### config.mk
export PLATFORM = sky130hd
export DESIGN_NAME = prog_loader
export DESIGN_NICKNAME = d
export VERILOG_FILES = /design/src/rtl/prog_loader.sv
export SDC_FILE = /design/constraint.sdc
export NUM_CORES = 1
export LEC_CHECK = 0
export CAP_MARGIN = 20
export CORE_MARGIN = 1
export CORE_UTILIZATION = 45
export CTS_CLUSTER_DIAMETER = 100
export DETAILED_ROUTE_END_ITERATION = 8
export GPL_TIMING_DRIVEN = 0
export HOLD_SLACK_MARGIN = 0.08
export PLACE_DENSITY = 0.71
export SYNTH_ARGS = -nofsm -noshare
export SYNTH_HDL_FRONTEND = slang
export SYNTH_SLANG_ARGS = --single-unit
### constraint.sdc
create_clock -name clk -period 6.55 [get_ports clk]
set_clock_uncertainty 0.1 [all_clocks]
set_input_delay 0.9825 -clock clk [delete_from_list [all_inputs] [get_ports clk]]
set_output_delay 0.9825 -clock clk [all_outputs]
set_load 0.05 [all_outputs]
### src/rtl/prog_loader.sv
// prog_loader: host-side writer for the core's instruction memory.
// Receives a halfword stream (length word, then high/low halves of each
// instruction) over valid/ready, writes each assembled instruction into
// instruction memory, then releases the core from reset.
//
// Optional feature macro: LOADER_CKSUM_EN
//   When defined, a trailing checksum halfword (XOR of all instruction
//   halfwords) must match before the core is released.
//
// Ports:
//   clk       system clock
//   sys_rst   asynchronous active-high reset
//   start     single-cycle pulse that begins a load (IDLE or DONE only)
//   in_valid  stream halfword valid
//   in_data   stream halfword
//   in_ready  loader accepts in_data this cycle (state-only, registered)
//   im_we     instruction memory write enable (one-cycle pulse)
//   im_addr   instruction memory write address
//   im_wdata  instruction memory write data
//   core_rst  hold core in reset (active-high)
//   busy      load in progress
//   done      last load completed successfully
//   err       last load aborted on error
module prog_loader #(
  parameter int unsigned DEPTH  = 16,
  parameter int unsigned ADDR_W = 4,
  parameter int unsigned INST_W = 32,
  parameter int unsigned HALF_W = 16
) (
  input  logic              clk,
  input  logic              sys_rst,
  input  logic              start,
  input  logic              in_valid,
  input  logic [HALF_W-1:0] in_data,
  output logic              in_ready,
  output logic              im_we,
  output logic [ADDR_W-1:0] im_addr,
  output logic [INST_W-1:0] im_wdata,
  output logic              core_rst,
  output logic              busy,
  output logic              done,
  output logic              err
);

  // One extra bit so the count can hold DEPTH and the address can step past
  // the last entry without wrapping.
  localparam int unsigned CNT_W = ADDR_W + 1;

`ifdef LOADER_CKSUM_EN
  typedef enum logic [2:0] {
    S_IDLE, S_LEN, S_HI, S_LO, S_WRITE, S_DONE, S_CHK
  } state_t;
`else
  typedef enum logic [2:0] {
    S_IDLE, S_LEN, S_HI, S_LO, S_WRITE, S_DONE
  } state_t;
`endif

  state_t            state;
  logic [CNT_W-1:0]  remaining;
  logic [CNT_W-1:0]  addr;
  logic [HALF_W-1:0] hi_latch;
  logic              xfer;
`ifdef LOADER_CKSUM_EN
  logic [HALF_W-1:0] cksum;
`endif

  assign xfer = in_valid & in_ready;

  // Load sequencer; every output is registered.
  always_ff @(posedge clk or posedge sys_rst) begin
    if (sys_rst) begin
      state     <= S_IDLE;
      in_ready  <= 1'b0;
      im_we     <= 1'b0;
      im_addr   <= '0;
      im_wdata  <= '0;
      core_rst  <= 1'b1;
      busy      <= 1'b0;
      done      <= 1'b0;
      err       <= 1'b0;
      remaining <= '0;
      addr      <= '0;
      hi_latch  <= '0;
`ifdef LOADER_CKSUM_EN
      cksum     <= '0;
`endif
    end else begin
      im_we <= 1'b0;
      case (state)
        S_IDLE, S_DONE: begin
          if (start) begin
            state    <= S_LEN;
            in_ready <= 1'b1;
            busy     <= 1'b1;
            done     <= 1'b0;
            err      <= 1'b0;
            core_rst <= 1'b1;
          end
        end
        S_LEN: begin
          if (xfer) begin
            // Only the low five bits carry the length.
            if (in_data[4:0] == 5'd0 || 32'(in_data[4:0]) > DEPTH) begin
              state    <= S_IDLE;
              in_ready <= 1'b0;
              busy     <= 1'b0;
              err      <= 1'b1;
            end else begin
              state     <= S_HI;
              remaining <= CNT_W'(in_data[4:0]);
              addr      <= '0;
`ifdef LOADER_CKSUM_EN
              cksum     <= '0;
`endif
            end
          end
        end
        S_HI: begin
          if (xfer) begin
            hi_latch <= in_data;
            state    <= S_LO;
`ifdef LOADER_CKSUM_EN
            cksum    <= cksum ^ in_data;
`endif
          end
        end
        S_LO: begin
          if (xfer) begin
            im_wdata <= {hi_latch, in_data};
            im_addr  <= addr[ADDR_W-1:0];
            im_we    <= 1'b1;
            in_ready <= 1'b0;
            state    <= S_WRITE;
`ifdef LOADER_CKSUM_EN
            cksum    <= cksum ^ in_data;
`endif
          end
        end
        S_WRITE: begin
          addr      <= addr + CNT_W'(1);
          remaining <= remaining - CNT_W'(1);
          if (remaining == CNT_W'(1)) begin
`ifdef LOADER_CKSUM_EN
            state    <= S_CHK;
            in_ready <= 1'b1;
`else
            state    <= S_DONE;
            done     <= 1'b1;
            busy     <= 1'b0;
            core_rst <= 1'b0;
`endif
          end else begin
            state    <= S_HI;
            in_ready <= 1'b1;
          end
        end
`ifdef LOADER_CKSUM_EN
        S_CHK: begin
          if (xfer) begin
            in_ready <= 1'b0;
            busy     <= 1'b0;
            if (in_data == cksum) begin
              state    <= S_DONE;
              done     <= 1'b1;
              core_rst <= 1'b0;
            end else begin
              state    <= S_IDLE;
              err      <= 1'b1;
              core_rst <= 1'b1;
            end
          end
        end
`endif
        default: begin
          state    <= S_IDLE;
          in_ready <= 1'b0;
        end
      endcase
    end
  end

endmodule

==> results.md <==
- Fillers: slightly above 500
- DRT antenna net count: 0
- RSZ-0062 raised after global routing: false
- # hold bufs at CTS: 0
- Die Span Y: between 80 and 90 um
- Final period util: 41.9%
- Post-CTS resize count: 0
- Met1 WL: 2660 um
- Vias in the first global route: roughly 2000
- Seq/Total Area, Yosys: between 50% and 60%
- Max stage delay on crit path: about 0.79 ns
- Clock tree buffer depth: 2
- Die area: just over 7000 um^2
- DR pass1 iterations: 8
- Initial core utilization: a little under half
- Die Wd: roughly 84 um
- Floorplan row count: 29
- GR Overflow Total: 0
- Final hold violation count: 0
- Hpwl dp: 4050 um
- Ports: 62
- DR DRC count: 12
- CP required: about 5.5 ns
- Tot GR Track Use: 17.6%
- Highest routed metal layer: met4
- Post-Syn Instances: between 200 and 250
- Outcome: finished, violations left
- RD Place Congestion: around 0.85
- Port bufs: ~60
- Slowest CP cell: clkdlybuf4s50_1
- 1st-iter DRT viols: 110
- Synth top area cells: dfrtp_1, mux2_1, mux2_4
- Ys Warns: 0
- Clock sink count: 70
- Post-placement setup slack: ~3.5 ns
- Layout Nets: about 320
- Vias per std cell: approximately 5.3
- Worst hold stages: 2
- Mapped Avg Cell Area: 13.4 um^2
- Fin worst setup slack: between 3 and 4 ns
- Power Density: between 500 and 600 nW/um^2
- Ant diodes: 0
- Stages on the worst setup path: 1
- Largest fanout on the critical path: 2
- First-pass GRT wire length: 9640 um
- Share of synthesized registers carrying an async set or reset: 100%
- CP delay by family, top: buffers and inverters
- Final number of setup-violating endpoints: 0
- Via count: around 2000
- Pwr Total: ~2.1 mW
- Worst-Margin Slew: roughly 0.83 ns
- Yosys top cell by area: dfrtp_1
- Tmin final: between 2 and 3 ns
- Layout Area Growth over Synthesis: 29.9%
- Worst-Skew Late Latency: roughly 0.34 ns
- Root buffer cell: clkbuf_8
- Prevailing post-synth register cell: dfrtp_1
- Count leader, synth: dfrtp_1
- Depth of the CTS H-tree: 3
- DR WL met2: around 2800 um
- Layout cell share with drive strength beyond 1: 13.2%
- Slew HR: approximately 45%
- Critical path arrival: 1.66 ns
- Critical setup path kind: reg -> out
- Post-CTS setup buffer count: 0
- Yosys reg bits: 70
- Initial antenna violation count: 0
- Yosys cell types: 50
- Synthesized Nets: roughly 250
- Leak pwr: 1.76 nW
- Post-synth EDFFs: 0
- Share of the synthesized area in the top cell type: 56.8%
- Setup crit start kind: register
- Max-slew violation count: 0
- DRT Wirelength: between 5000 and 6000 um
- Reg clk slew, reported paths: roughly 0.080 ns
- Worst Path Buf+Inv: 1
- Violated checks: DRC
- Clock buffer count from CTS: 9
- Top post-synthesis cells by count: dfrtp_1, mux2_1, nand2_1, mux2_4
- Worst r2r path cells: 4
- VDD IR-drop max: roughly 0.0002 V
- CP Cell Sequence: clkdlybuf4s50_1
- WL/cell: 15.1 um
- Largest net degree at the start of global routing: between 70 and 80
- Endpoint class of the critical path: output pin
- Post-Syn Area: approximately 3000 um^2
- Core area: 6420 um^2
- CTS tree: built
- Met3 routed WL: between 200 and 250 um
- Max-cap violation count: 0
- FMAX: 365 MHz
- Post-route setup TNS: 0 ns
- Min-Delay Path Class: reg -> reg
power by group:
group / switching (mW) / total (mW) / internal [mW]
Clock: 0.162 / 0.350 / 0.187
Sequential: 0.117 / 0.738 / 0.621
Combinational: 0.600 / 0.990 / 0.389
Total: 0.880 / 2.08 / 1.20
sequential cells by signal, indices dropped and copies added (netlist names):
signal and cells:
remaining 5, state 3, hi_latch 16, im_we 1
core_rst 1, im_addr 4, addr 4, im_wdata 32
in_ready 1, err 1, busy 1, done 1
cell type report:
class | instances | area (um^2) | area share, %
repair buffers | 61 | 611 | 15.5
clock inverters | 5 | 57.6 | 1.46
flip-flops and latches | 70 | 1750 | 44.4
well taps | 77 | 96.3 | 2.44
multi-input cells | 137 | 1190 | 30.2
inverters | 9 | 36.3 | 0.919
clock buffers | 11 | 141 | 3.58
plain buffers | 10 | 60.1 | 1.52
metal layers:
layer,vias up,global-route usage (%)
met5,-,0
met4,0,7.99
met3,9,3.24
met2,52,27.8
met1,996,23.8
li1,961,-
worst paths after layout:
check	start	end	slack, ns
min in group asynchronous	sys_rst	im_wdata[14]	1.07
hold reg to reg	core_rst	core_rst	0.37
max in group asynchronous	sys_rst	done	4.75
setup / recovery	core_rst	core_rst	3.81
setup reg to reg	in_ready	im_addr[3]	4.55
hold / removal	core_rst	core_rst	0.37
layout by cell type, fill, tap and decap left out, types with 2 or more instances in the layout:
cell              n
nor4_1            2
buf_4             3
o21ai_0           3
o21ai_1           5
nand2_1          11
nor2_1            9
clkbuf_1          3
nand3_1           3
a31oi_1           3
dfrtp_1          69
a22oi_1           2
o211ai_1          3
clkinv_2          2
a32o_1            4
mux2_1           42
clkbuf_8         10
nand2b_1          4
ha_1              3
mux2_4           10
clkdlybuf4s50_1  61
inv_1             8
buf_2             3
a21oi_1           6
cell families (layout without fill, tap and decap cells):
family	after synthesis	in the layout	synth area share [%]
flops	70	70	57.7
mux	54	54	21.2
simple gates	43	43	8.28
compound gates	35	35	7.91
buf+inv	19	96	3.09
fa+ha+maj	3	3	1.24
xor+xnor	2	2	0.577
stage by stage:
stage | hold WS [ns] | util (%) | std cells | cell area (um^2)
final | 0.371 | 61.4 | 380 | 3950
after global routing | 0.389 | 61.4 | 380 | 3950
after CTS | 0.377 | 61.4 | 380 | 3950
after detailed placement | 0.365 | 58.3 | 364 | 3750
after global placement | 0.350 | 58.3 | 364 | 3740
after floorplan | 0.360 | - | 226 | 3040
(Power assumes the default switching activity.)
